===== src/rtl/fir_pkg.sv =====
// Shared widths and saturation limits for the fir40 downstream path.
// Default-width constants; the top re-derives limits for its own OUT_W.
package fir_pkg;

  localparam int IN_W_DEF  = 32;
  localparam int OUT_W_DEF = 16;

  localparam logic [OUT_W_DEF-1:0] SAT_MAX = {1'b0, {(OUT_W_DEF-1){1'b1}}};
  localparam logic [OUT_W_DEF-1:0] SAT_MIN = {1'b1, {(OUT_W_DEF-1){1'b0}}};

endpackage


===== src/rtl/fir_sfifo.sv =====
// Synchronous FIFO with registered head; a write lands at the head one cycle later.
// Push at full is accepted only when the head pops in the same cycle.
module fir_sfifo
#(
  parameter int DATA_W = 16,
  parameter int DEPTH  = 16
) (
  input  logic                     clk,
  input  logic                     rst_n,
  input  logic                     i_push,
  input  logic [DATA_W-1:0]        i_dat,
  input  logic                     i_rdy,
  output logic                     o_vld,
  output logic [DATA_W-1:0]        o_dat,
  output logic                     o_push_ok,
  output logic [$clog2(DEPTH):0]   o_fill
);

  localparam int AW = $clog2(DEPTH);

  logic [AW:0]       r_wr_ptr;
  logic [AW:0]       r_rd_ptr;
  logic [DATA_W-1:0] r_mem [DEPTH];
  logic [DATA_W-1:0] r_out_dat;
  logic              r_out_vld;

  logic [AW:0] w_count;
  logic [AW:0] w_rd_nxt;
  logic [AW:0] w_left;
  logic        w_full;
  logic        w_pop;
  logic        w_push;

  assign w_count  = r_wr_ptr - r_rd_ptr;
  assign w_full   = (r_wr_ptr[AW] != r_rd_ptr[AW]) &&
                    (r_wr_ptr[AW-1:0] == r_rd_ptr[AW-1:0]);
  assign w_pop    = r_out_vld && i_rdy;
  assign w_push   = i_push && (!w_full || w_pop);
  assign w_rd_nxt = r_rd_ptr + {{AW{1'b0}}, w_pop};
  // Entries that remain after this cycle's pop, excluding this cycle's write.
  assign w_left   = w_count - {{AW{1'b0}}, w_pop};

  always_ff @(posedge clk) begin
    if (w_push) begin
      r_mem[r_wr_ptr[AW-1:0]] <= i_dat;
    end
  end

  always_ff @(posedge clk or negedge rst_n) begin
    if (!rst_n) begin
      r_wr_ptr  <= '0;
      r_rd_ptr  <= '0;
      r_out_vld <= 1'b0;
      r_out_dat <= '0;
    end else begin
      if (w_push) begin
        r_wr_ptr <= r_wr_ptr + 1'b1;
      end
      r_rd_ptr  <= w_rd_nxt;
      r_out_vld <= (w_left != '0);
      // Head register holds its last value while the FIFO is empty.
      if (w_left != '0) begin
        r_out_dat <= r_mem[w_rd_nxt[AW-1:0]];
      end
    end
  end

  assign o_vld     = r_out_vld;
  assign o_dat     = r_out_dat;
  assign o_push_ok = w_push;
  assign o_fill    = w_count;

endmodule


===== src/rtl/fir_decim_fifo.sv =====
// Decimates the fir40 output stream, rounds/scales/saturates kept samples and buffers them.
// Kept sample reaches out_data two edges after capture; drops are counted when the FIFO is full.
module fir_decim_fifo
  import fir_pkg::*;
#(
  parameter int IN_W  = IN_W_DEF,
  parameter int OUT_W = OUT_W_DEF,
  parameter int SHIFT = 8,
  parameter int DECIM = 4,
  parameter int DEPTH = 16,
  parameter int CNT_W = 16
) (
  input  logic                   clk,
  input  logic                   rst_n,
  input  logic [IN_W-1:0]        in_data,
  input  logic                   in_valid,
  output logic [OUT_W-1:0]       out_data,
  output logic                   out_valid,
  input  logic                   out_ready,
  output logic [$clog2(DEPTH):0] fill,
  output logic                   sat_flag,
  output logic [CNT_W-1:0]       drop_cnt,
  input  logic                   clr_stats
);

  localparam int PH_W = (DECIM > 1) ? $clog2(DECIM) : 1;
  localparam logic [PH_W-1:0] PH_LAST = PH_W'(DECIM - 1);

  localparam logic signed [IN_W:0] LIM_MAX =
    $signed({{(IN_W-OUT_W+2){1'b0}}, {(OUT_W-1){1'b1}}});
  localparam logic signed [IN_W:0] LIM_MIN =
    $signed({{(IN_W-OUT_W+2){1'b1}}, {(OUT_W-1){1'b0}}});
  localparam logic signed [IN_W:0] RND = $signed((IN_W+1)'(1) << (SHIFT - 1));
  localparam logic [OUT_W-1:0] OUT_MAX = {1'b0, {(OUT_W-1){1'b1}}};
  localparam logic [OUT_W-1:0] OUT_MIN = {1'b1, {(OUT_W-1){1'b0}}};

  logic [PH_W-1:0]  r_phase;
  logic             r_s1_vld;
  logic [OUT_W-1:0] r_s1_dat;
  logic             r_s1_sat;
  logic             r_sat_flag;
  logic [CNT_W-1:0] r_drop_cnt;

  logic               w_keep;
  logic signed [IN_W:0] w_t;
  logic signed [IN_W:0] w_r;
  logic [OUT_W-1:0]   w_sat_dat;
  logic               w_sat;
  logic               w_push_ok;
  logic               w_wr_sat;
  logic               w_drop;

  assign w_keep = in_valid && (r_phase == '0);

  always_ff @(posedge clk or negedge rst_n) begin
    if (!rst_n) begin
      r_phase <= '0;
    end else if (in_valid) begin
      r_phase <= (r_phase == PH_LAST) ? '0 : r_phase + 1'b1;
    end
  end

  // One extra bit keeps the rounding add from overflowing; the shift floors,
  // so together they round half toward +inf.
  always_comb begin
    w_t       = $signed({in_data[IN_W-1], in_data}) + RND;
    w_r       = w_t >>> SHIFT;
    w_sat     = 1'b0;
    w_sat_dat = w_r[OUT_W-1:0];
    if (w_r > LIM_MAX) begin
      w_sat     = 1'b1;
      w_sat_dat = OUT_MAX;
    end else if (w_r < LIM_MIN) begin
      w_sat     = 1'b1;
      w_sat_dat = OUT_MIN;
    end
  end

  always_ff @(posedge clk or negedge rst_n) begin
    if (!rst_n) begin
      r_s1_vld <= 1'b0;
      r_s1_dat <= '0;
      r_s1_sat <= 1'b0;
    end else begin
      r_s1_vld <= w_keep;
      if (w_keep) begin
        r_s1_dat <= w_sat_dat;
        r_s1_sat <= w_sat;
      end
    end
  end

  fir_sfifo #(
    .DATA_W (OUT_W),
    .DEPTH  (DEPTH)
  ) u_fifo (
    .clk       (clk),
    .rst_n     (rst_n),
    .i_push    (r_s1_vld),
    .i_dat     (r_s1_dat),
    .i_rdy     (out_ready),
    .o_vld     (out_valid),
    .o_dat     (out_data),
    .o_push_ok (w_push_ok),
    .o_fill    (fill)
  );

  assign w_wr_sat = w_push_ok && r_s1_sat;
  assign w_drop   = r_s1_vld && !w_push_ok;

  // A new event in the same cycle as a clear takes priority over the clear.
  always_ff @(posedge clk or negedge rst_n) begin
    if (!rst_n) begin
      r_sat_flag <= 1'b0;
      r_drop_cnt <= '0;
    end else begin
      if (w_wr_sat) begin
        r_sat_flag <= 1'b1;
      end else if (clr_stats) begin
        r_sat_flag <= 1'b0;
      end
      if (w_drop) begin
        if (clr_stats) begin
          r_drop_cnt <= CNT_W'(1);
        end else if (r_drop_cnt != {CNT_W{1'b1}}) begin
          r_drop_cnt <= r_drop_cnt + 1'b1;
        end
      end else if (clr_stats) begin
        r_drop_cnt <= '0;
      end
    end
  end

  assign sat_flag = r_sat_flag;
  assign drop_cnt = r_drop_cnt;

endmodule


===== config.mk =====
export PLATFORM = sky130hd
export DESIGN_NAME = fir_decim_fifo
export DESIGN_NICKNAME = d
export VERILOG_FILES = /design/src/rtl/fir_pkg.sv /design/src/rtl/fir_sfifo.sv /design/src/rtl/fir_decim_fifo.sv
export SDC_FILE = /design/constraint.sdc
export NUM_CORES = 1
export LEC_CHECK = 0
export ABC_AREA = 1
export ABC_CLOCK_PERIOD_IN_PS = 5080
export CAP_MARGIN = 10
export CORE_MARGIN = 5
export CORE_UTILIZATION = 30
export CTS_BUF_LIST = sky130_fd_sc_hd__clkbuf_2
export CTS_CLUSTER_SIZE = 40
export DETAILED_ROUTE_END_ITERATION = 8
export PLACE_DENSITY = 0.43
export SYNTH_ARGS = -nofsm -noshare
export SYNTH_HDL_FRONTEND = slang
export SYNTH_SLANG_ARGS = --single-unit

===== constraint.sdc =====
create_clock -name clk -period 5.08 [get_ports clk]
set_input_delay 1.016 -clock clk [delete_from_list [all_inputs] [get_ports clk]]
set_output_delay 1.016 -clock clk [all_outputs]
set_load 0.05 [all_outputs]

# [Word level (Yosys, flattened, before mapping)]
# Memories as Yosys holds them, arrays and structs flattened. A register that Yosys moved wholly into a read port is not among the register bits.
# Index checks and enable logic that the tools add are counted.
[classes] add_sub_neg=7 order_cmp=2 n_eq_ne=4 n_mux=13 n_reduce_logical=16
[ops] op="$mux W16" n=6
[ops] op="$add A32 B9 Y33 const B" n=1
[ops] op="$gt A25 B16 Y1 const B" n=1
[ops] op="$lt A25 B16 Y1 const B" n=1
[ops] op="$add A16 B1 Y16 const B" n=1
[ops] op="$ne A16 B16 Y1 const B" n=1
[ops] op="$logic_and A1 B1 Y1" n=6
[ops] op="$mux W1" n=6
[ops] op="$reduce_bool A2 Y1" n=3
[ops] op="$add A5 B1 Y5" n=1
[ops] op="$add A5 B1 Y5 const B" n=1
[ops] op="$reduce_bool A5 Y1" n=1
[ops] op="$sub A5 B1 Y5" n=1
[ops] op="$sub A5 B5 Y5" n=1
[ops] op="$eq A4 B4 Y1" n=1
[ops] op="$logic_not A1 Y1" n=3
[ops] op="$add A2 B1 Y2 const B" n=1
[ops] op="$eq A2 B2 Y1 const B" n=1
[ops] op="$logic_not A2 Y1" n=1
[ops] op="$mux W2" n=1
[ops] op="$reduce_and A2 Y1" n=1
[ops] op="$logic_or A1 B1 Y1" n=1
[ops] op="$ne A1 B1 Y1" n=1
[word_totals] register_bits=48 mem_bits_rw=256 inputBits=37 out_inout_bits=39 memories=1
[mem_list] name="u_fifo.r_mem" depth=16 width=16 read_ports=1 rd_clocked_by_memory_dff=1 wr=1 line="fir_sfifo.sv:23" rtl="logic [DATA_W-1:0] r_mem [DEPTH];"

# [Logic depth before layout (Yosys ltp)]
# Gate-level depths: netlist (run 1).
[logic_depth] depth_word=9 depth_mapped=17 mapped_depth_nobuf=16

# [Modules after synthesis]
# A second synthesis (run 1) with hierarchy kept.
[unflattened] hier_cells=1573 area_unflattened_um2=14954.3
[by_module_without_submodules] module="fir_sfifo" instances=1 cells_each=1207 area_each_um2=12344.3 seq_area_each_um2=8363.0
[by_module_without_submodules] module="fir_decim_fifo" instances=1 cells_each=366 area_each_um2=2610.0 seq_area_each_um2=925.9

# [Worst setup path before layout (run 1)]
# OpenSTA, ideal clock, no wires.
[synth_path] path_kind="reg2out" start="register u_fifo.r_wr_ptr[0]" end="output port fill[4]" arrival_ps=2182 t_required_ps=4064 setup_slack_ps=1882 stages_incl_launch_ff=8 path_buffers=0 path_cell_list="dfrtp_1 -> inv_1 -> ha_1 -> inv_1 -> fa_1 -> a21oi_1 -> o21bai_1 -> xnor2_1"
[synth_via] elab_chain_cells=1
[synth_lines] item="start: declaration" line="fir_sfifo.sv:21" rtl="logic [AW:0] r_wr_ptr;"
[synth_lines] item="start signal: assignment" line="fir_sfifo.sv:57" rtl="r_wr_ptr <= r_wr_ptr + 1'b1;"
[synth_lines] item="$sub A5 B5 Y5" line="fir_sfifo.sv:34" rtl="assign w_count = r_wr_ptr - r_rd_ptr;"
[synth_lines] item="end: declaration" line="fir_decim_fifo.sv:20" rtl="output logic [$clog2(DEPTH):0] fill,"
# Every way passes these cells.

# [Final worst setup path (run 1)]
# Same ends and word-level chain as after synthesis.

==> impl_results.md, run 1 <==
* Vias in the first global route at 9331
* Worst Hold Class: in2async
* Stages on the worst setup path at 8
* Wire per inst at 19.7 um
* Worst Skew at 0.0869 ns
* Largest net degree at the start of global routing at 79
* First-pass GRT wire length at 57400 um
* Worst Setup End Kind: output pin
* Initial antenna violation count at 1
* First drt pass iteration count at 5
* Sequential element share of the synthesized area at 67.4%
* Overflow after GRT at 0
* DP Area at 0.0153 mm2
* Critical path arrival at 3.45 ns
* Worst-path fanout max at 4
* Worst skew pair latency at 0.95 ns
* Syn Nets at 1179
* Ys async rst share at 20.0%
* DRC at 0
* Syn avg cell area at 12.2 um2
* Dpl hpwl at 21800 um
* Internal power component at 0.00554 W
* Outcome: complete, no violations
* Top post-synthesis cells by area: edfxtp_1, dfrtp_1, nand2_1, mux2i_1, o221ai_1
* Layout cells sized above 1 at 16.2%
* Setup ws final at 0.609 ns
* Synth area leader: edfxtp_1
* Flop pwr share at 40.4%
* CTS max path bufs at 3
* Via-per-instance ratio at 4.79
* Final Slew Violations at 0
* R2R depth at 7
* Pwr dens at 596 mW/mm2
* CTS tree: yes
* Total Die Area at 0.0503 mm2
* Fin crit period at 4.47 ns
* CP required at 4.06 ns
* All-Layer GR Usage at 15.1%
* CTS Buf Count at 87
* LEAKAGE at 6.04 nW
* Via count at 9231
* Worst path cell trace: inv_1 -> ha_1 -> inv_1 -> fa_1 -> a21oi_1 -> o21bai_1 -> xnor2_1 -> clkdlybuf4s50_1
* Clock power frac at 19.7%
* Slew margin rel. at 32.9%
* RSZ-0062 raised after global routing: false
* Most frequent cells in the layout: edfxtp_1, nand2_1, clkbuf_2
* Maximum VDD drop at 0.322 mV
* P_sw at 0.00407 W
* Yosys reg bits at 320
* Final std cell area, no fill at 0.0161 mm2
* # port buffers at 68
* Crit path largest cell delay at 0.89 ns
* Final wirelength at 37900 um
* Commonest non-fill, non-tap cell in the layout: edfxtp_1
* Cells after synthesis at 1126
* Die height at 224 um
* # H-tree levels at 3
* Synth warn at 0
* Cell area after synthesis at 0.0138 mm2
* # setup viols final at 0
* Post-synth EDFFs at 256
* Clock Sinks at 320
* DRT antenna net count at 0
* Die width at 224 um
* Setup TNS Final at 0 ns
* Clk slew on worst S/H paths at 0.10 ns
* WS Path Type: reg2out
* CP top delay family: buffers and inverters
* Post-CTS Setup Bufs at 0
* Comb power frac at 40.0%
* Yosys top cell area share at 55.8%
* Switching power share of the total at 42.3%
* Dpl ws at 1.34 ns
* Initial DRC count at 597
* Hold buffers post-CTS at 0
* Final period util at 88.0%
* Post-synth cell types at 42
* Slew @ Worst Pin at 1.01 ns
* IO Pins at 76
* Core box area at 0.0454 mm2
* Layout overhead on the synthesized area at 17.1%
* Max-cap violation count at 0
* Starting density of the core at 30.4%
* Buf/Inv on CP at 3
* Most used cell, CP: inv_1
* CTS root buf: clkbuf_2
* Worst hold margin at 0.249 ns
* Max Freq at 0.224 GHz
* Slowest cell on crit path: clkdlybuf4s50_1
* GP Congestion at 0.799
* Final Hold Viols at 0
* Row cnt at 78
* CP startpoint kind: flop
* Final net count at 1308
* CTS resizes at 0
* Post-synth top flop: edfxtp_1
## layout make-up
| cell class | instances | area, um2 |
|---|---|---|
| fillers | 4593 | 29200 |
| flip-flops and latches | 320 | 9290 |
| multi-input cells | 691 | 4140 |
| repair buffers | 92 | 896 |
| well taps | 600 | 751 |
| clock buffers | 147 | 736 |
| inverters | 63 | 238 |
| clock inverters | 12 | 88.8 |
| diodes | 1 | 2.50 |
## power by group through the flow
stage | sequential (W) | combinational [W] | clock, W
after floorplan | 0.00400 | 0.00232 | 0
after global placement | 0.00394 | 0.00388 | 0
after detailed placement | 0.00396 | 0.00389 | 0
after CTS | 0.00390 | 0.00391 | 0.00199
after global routing | 0.00395 | 0.00423 | 0.00213
final | 0.00388 | 0.00384 | 0.00189
## registers in the layout, summed over array words and instances (netlist names)
signal and flops:
u_fifo.r_wr_ptr 5, r_s1_vld 1, r_s1_sat 1, sat_flag 1, u_fifo.r_rd_ptr 5, drop_cnt 16
r_s1_dat 16, u_fifo.o_vld 1, u_fifo.o_dat 16, r_phase 2, u_fifo.r_mem 256
## through the flow
step           power, W  util (%)  std cells
2_1_floorplan   0.00633         -       1126
3_3_place_gp    0.00782      33.7       1766
3_5_place_dp    0.00785      33.7       1766
4_1_cts         0.00980      35.6       1925
5_1_grt          0.0103      35.6       1926
6_report        0.00962      35.6       1926
## logic make-up after synthesis
group	count (synthesis)	synth area share [%]
buffers and inverters	115	3.35
AOI/OAI and AO/OA	177	8.56
DFF	320	67.4
xor gates and xnor gates	31	1.97
muxes	64	4.65
and+or+nand+nor	403	12.6
adders and majority gates	16	1.51
## final timing paths
kind                            slack, ns                  end          startpoint
worst max-delay path                 0.61              fill[4]  u_fifo.r_wr_ptr[0]
worst min-delay path                 0.25   u_fifo.r_wr_ptr[0]               rst_n
worst max register to register       2.26  u_fifo.r_mem[0][14]  u_fifo.r_rd_ptr[2]
worst min register to register       0.49   u_fifo.r_wr_ptr[4]  u_fifo.r_wr_ptr[4]
max in group asynchronous            4.16         r_s1_dat[13]               rst_n
min in group clk                     0.49   u_fifo.r_wr_ptr[4]  u_fifo.r_wr_ptr[4]
## routing by layer
layer | track usage, % | vias to the layer above | wire [um]
met5 | 0 | - | 0
li1 | - | 4401 | -
met2 | 23.4 | 242 | 17300
met1 | 20.8 | 4527 | 17800
met4 | 4.56 | 0 | 734
met3 | 3.99 | 61 | 2040
## synthesized netlist by cell type (2+ instances only)
master and number:
clkinv_1 2, buf_6 2, nand3b_1 3, edfxtp_1 256, xor2_1 24, nor2_2 6
o21ai_0 76, inv_1 60, nand2_2 4, nand4_1 7, ha_1 15, mux2i_1 64
dfrtp_1 64, o21a_1 2, a31oi_1 16, clkbuf_1 35, o221ai_1 64, xnor2_1 7
nor3_1 7, nor2_4 2, nor2_1 134, buf_2 9, nand3_2 3, nand2_1 174
nand2_4 3, a22oi_1 4, a21oi_1 6, o22ai_1 3, nand3_1 54, o211ai_1 2
buf_1 5, nor4_1 3
Power figures use the tool's default switching activity.
==> run 2: changes to the inputs <==
- CORE_ASPECT_RATIO: not set -> 0.7
- CORE_MARGIN: 5 -> 8
==> run 2 against run 1 <==
Net effect:
- clock-buffer cell count shrank 18
- via count shrank 1.6%
- sequential power is essentially flat
- final area shrank 0.25%
- first-iteration DRC count grew 15%
- largest power group unchanged
- combinational power is essentially flat
- die area grew 5.6%
- sequential share of layout area grew 0.14 points
==> impl_results.md, run 2 (synthesized netlist as in run 1, its figures left out) <==
* Dpl hpwl at 22600 um
* Largest register FFs at 256
* Via count at 9079
* Core box area at 0.0452 mm2
* Post-CTS Setup Bufs at 0
* Pwr dens at 595 mW/mm2
* First drt pass iteration count at 4
* Fin crit period at 4.39 ns
* All-Layer GR Usage at 14.6%
* Row cnt at 65
* Gr busiest metal: met1
* Layout overhead on the synthesized area at 16.8%
* CP required at 4.06 ns
* Most frequent cells in the layout: edfxtp_1, nand2_1, clkbuf_2
* Clk slew on worst S/H paths at 0.12 ns
* Largest net degree at the start of global routing at 79
* M3 GR Usage at 3.54%
* Initial antenna violation count at 1
* Setup ws final at 0.687 ns
* GR Util met2 at 21.4%
* CTS tree: yes
* Final wirelength at 38900 um
* Worst Skew at 0.0969 ns
* Max Freq at 0.228 GHz
* Die height at 195 um
* Worst hold margin at 0.247 ns
* DRC at 0
* Total Die Area at 0.0532 mm2
* Commonest non-fill, non-tap cell in the layout: edfxtp_1
* WS Path Type: reg2out
* Outcome: complete, no violations
* IO Pins at 76
* RSZ-0062 raised after global routing: false
* Final period util at 86.5%
* Die width at 272 um
* Setup TNS Final at 0 ns
* Critical path arrival at 3.38 ns
* Starting density of the core at 30.5%
* CTS resizes at 0
* Slew @ Worst Pin at 0.990 ns
* Clock Sinks at 320
* Total power at 0.00958 W
* Final Slew Violations at 0
* # port buffers at 68
* Worst Hold Class: in2async
* # H-tree levels at 3
* Dpl ws at 1.30 ns
* Via-per-instance ratio at 4.75
* Wire per inst at 20.4 um
* # setup viols final at 0
* CTS root buf: clkbuf_2
* Vias in the first global route at 9209
* Final Hold Viols at 0
* CP startpoint kind: flop
* First-pass GRT wire length at 58400 um
* CTS Buf Count at 78
* DRT antenna net count at 0
* Maximum VDD drop at 0.916 mV
* Hold buffers post-CTS at 0
* LEAKAGE at 5.97 nW
* Layout cells sized above 1 at 15.3%
* Slew margin rel. at 34.0%
* Overflow after GRT at 0
* Final net count at 1296
* Worst skew pair latency at 0.96 ns
* GP Congestion at 0.790
* CTS max path bufs at 3
* Worst Setup End Kind: output pin
* Grt met1 use at 21.5%
* Initial DRC count at 689
* Worst-path fanout max at 4
* Max-cap violation count at 0
==> run 2: cell count changes in the layout (fill, tap and decap cells not counted), sizes merged <==
cell	change
inv	-2
clkinv	+4
clkbuf	-18
buf	-3
clkinvlp	-1
bufinv	+1
==> run 2: final cells by class <==
class	instances	area, um2
Tap cell	603	754
Antenna cell	1	2.50
Multi-Input combinational cell	691	4160
Timing Repair Buffer	89	898
Inverter	63	238
Sequential cell	320	9290
Clock buffer	129	646
Clock inverter	14	115
Fill cell	4526	29100
==> run 2: worst max-delay path: stages, from the launching register on <==
cell and delay (ns):
dfrtp_1 0.42, inv_1 0.15, ha_1 0.16, inv_1 0.06, fa_1 0.40, a21oi_1 0.16
o21bai_1 0.09, xnor2_1 0.22, clkdlybuf4s50_1 0.86
==> run 2: worst paths after layout <==
path	from	endpoint	slack (ns)	depth (start not counted)
setup / recovery	u_fifo.r_wr_ptr[0]	fill[4]	0.69	8
hold / removal	rst_n	u_fifo.o_dat[2]	0.25	1
setup reg to reg	u_fifo.r_rd_ptr[2]	u_fifo.r_mem[8][1]	2.28	7
hold reg to reg	u_fifo.r_wr_ptr[4]	u_fifo.r_wr_ptr[4]	0.50	1
max in group asynchronous	rst_n	u_fifo.r_rd_ptr[3]	4.15	1
min in group clk	u_fifo.r_wr_ptr[4]	u_fifo.r_wr_ptr[4]	0.50	1
==> run 2: per-layer routing <==
metal,wire (um),vias up
li1,-,4363
met1,19600,4459
met2,17000,199
met3,1780,58
met4,510,0
met5,0,-
==> run 2: report_power, final <==
group          internal [W]  switching [W]  total, W
Combinational       0.00130        0.00258   0.00387
Sequential          0.00345       0.000451   0.00390
Clock              0.000763        0.00105   0.00181
Total               0.00551        0.00408   0.00958
==> run 2: stage by stage <==
stage	util, %	cell area (um2)	cells
floorplan	-	13800	1126
global placement	33.9	15300	1766
detailed placement	33.9	15300	1766
CTS	35.6	16100	1909
global route	35.6	16100	1910
finish	35.6	16100	1910
==> run 3: changes to the inputs <==
- PLACE_DENSITY: 0.43 -> 0.48
==> run 3 against run 2 <==
Net effect:
- global-route usage shrank 1.4 points
- power shrank 1.3%
- clock skew shrank 0.011 ns
- die area is the same
- final area is essentially flat
- routed wire length shrank 9.0%
- setup slack lost 0.068 ns
- sequential cell count is the same
- cell count grew 0.42%
- first-iteration DRC count shrank 7.8%
- sequential power grew 1%
- critical endpoint unchanged
==> impl_results.md, run 3 (synthesized netlist as in run 1, its figures left out) <==
* Die height at 195 um
* Final period util at 87.8%
* Fin crit period at 4.46 ns
* Maximum VDD drop at 0.437 mV
* Most frequent cells in the layout: edfxtp_1, nand2_1, nor2_1, clkbuf_2, o21ai_0
* Final wirelength at 35400 um
* Pwr dens at 588 mW/mm2
* Worst path cell trace: inv_1 -> ha_1 -> inv_1 -> fa_1 -> a21oi_1 -> o21bai_1 -> xnor2_1 -> clkdlybuf4s50_1
* Dpl hpwl at 21100 um
* Clock Sinks at 320
* Starting density of the core at 30.5%
* P_sw at 0.00402 W
* Layout cells sized above 1 at 14.8%
* DRT antenna net count at 0
* LEAKAGE at 5.97 nW
* Max-cap violation count at 0
* Comb power frac at 39.3%
* Clk slew on worst S/H paths at 0.09 ns
* Wire per inst at 18.5 um
* Total Die Area at 0.0532 mm2
* Via-per-instance ratio at 4.71
* Post-CTS Setup Bufs at 0
* Outcome: complete, no violations
* Largest net degree at the start of global routing at 130
* WS Path Type: reg2out
* Via count at 9027
* Worst Skew at 0.0864 ns
* Max Freq at 0.224 GHz
* GP Congestion at 0.791
* Layout overhead on the synthesized area at 16.7%
* Switching power share of the total at 42.5%
* Initial DRC count at 635
* Commonest non-fill, non-tap cell in the layout: edfxtp_1
* Internal power component at 0.00543 W
* Worst skew pair latency at 0.97 ns
* Worst Setup End Kind: output pin
* Setup TNS Final at 0 ns
* Die width at 272 um
* Final net count at 1303
* # setup viols final at 0
* Worst Hold Class: reg2reg
* Slowest cell on crit path: clkdlybuf4s50_1
* Crit path largest cell delay at 0.86 ns
* Clock power frac at 19.1%
* CTS max path bufs at 3
* Overflow after GRT at 0
* CTS Buf Count at 80
* Worst hold margin at 0.495 ns
* First-pass GRT wire length at 54000 um
* Layout fillers at 4576
* Largest register FFs at 256
* Final Hold Viols at 0
* Initial antenna violation count at 2
* # H-tree levels at 3
* CTS tree: yes
* Slew margin rel. at 41.0%
* CTS root buf: clkbuf_2
* Vias in the first global route at 8930
* Slew @ Worst Pin at 0.885 ns
* Worst-path fanout max at 4
* # port buffers at 68
* RSZ-0062 raised after global routing: false
* IO Pins at 76
* All-Layer GR Usage at 13.2%
* Most used cell, CP: inv_1
* Critical path arrival at 3.45 ns
* First drt pass iteration count at 5
* CP required at 4.06 ns
* Row cnt at 65
* CP startpoint kind: flop
* Flop pwr share at 41.7%
* Core box area at 0.0452 mm2
* Final Slew Violations at 0
* CP top delay family: buffers and inverters
* DRC at 0
* Buf/Inv on CP at 3
-- run 3: cell types whose count changed in the layout (fill, tap and decap cells not counted), sizes merged --
| cell | previous run | this run |
|---|---|---|
| dlygate4sd3 | 0 | 1 |
| inv | 61 | 64 |
| diode | 1 | 2 |
| clkbuf | 129 | 118 |
| clkinv | 13 | 22 |
| clkinvlp | 1 | 2 |
| buf | 22 | 26 |
-- run 3: per-stage QoR --
stage | setup slack, ns | power [W] | instances | cell area [um2] | util [%]
6_report | 0.619 | 0.00946 | 1918 | 16100 | 35.6
5_1_grt | 0.346 | 0.0101 | 1917 | 16100 | 35.6
4_1_cts | 0.467 | 0.00959 | 1916 | 16100 | 35.6
3_5_place_dp | 1.41 | 0.00775 | 1770 | 15300 | 33.9
3_3_place_gp | 1.45 | 0.00770 | 1770 | 15300 | 33.9
2_1_floorplan | 1.88 | 0.00633 | 1126 | 13800 | -
-- run 3: final timing paths --
kind	start	to	slack, ns	cells after the start
min in group asynchronous	rst_n	r_s1_dat[7]	0.54	2
min	u_fifo.r_wr_ptr[4]	u_fifo.r_wr_ptr[4]	0.49	1
max in group asynchronous	rst_n	u_fifo.r_rd_ptr[2]	3.54	3
max reg2reg	u_fifo.r_wr_ptr[0]	u_fifo.r_mem[15][11]	2.26	10
max	u_fifo.r_wr_ptr[0]	fill[4]	0.62	8
min reg2reg	u_fifo.r_wr_ptr[4]	u_fifo.r_wr_ptr[4]	0.49	1
-- run 3: area by class of cell --
cell class / instances / area (um2) / share of cell area (%)
clock inverter: 27 / 176 / 1.10
timing repair buffer: 94 / 913 / 5.68
tap: 603 / 754 / 4.69
antenna: 2 / 5.00 / 0.0311
multi-input combinational: 691 / 4130 / 25.7
sequential: 320 / 9290 / 57.7
clock buffer: 118 / 591 / 3.67
inverter: 63 / 236 / 1.47
-- run 3: power groups by stage --
stage | Combinational (W) | Clock (W) | Sequential [W]
final | 0.00371 | 0.00180 | 0.00394
after global routing | 0.00407 | 0.00200 | 0.00401
after CTS | 0.00376 | 0.00188 | 0.00394
after detailed placement | 0.00375 | 0 | 0.00400
after global placement | 0.00372 | 0 | 0.00398
after floorplan | 0.00232 | 0 | 0.00400
-- run 3: metal layers --
metal  share of wire [%]  GRT usage, %  vias to the layer above
li1                    -             -                     4378
met1                  51          19.0                     4429
met2                  43          19.4                      175
met3                 5.0          3.50                       45
met4                 1.3          3.41                        0
met5                   0             0                        -
-- run 3: repair_timing --
item	CTS	global route
hold endpoints to repair	31	0
hold buffers	1	0
endpoints found under the setup margin	0	0
resized for setup	0	0
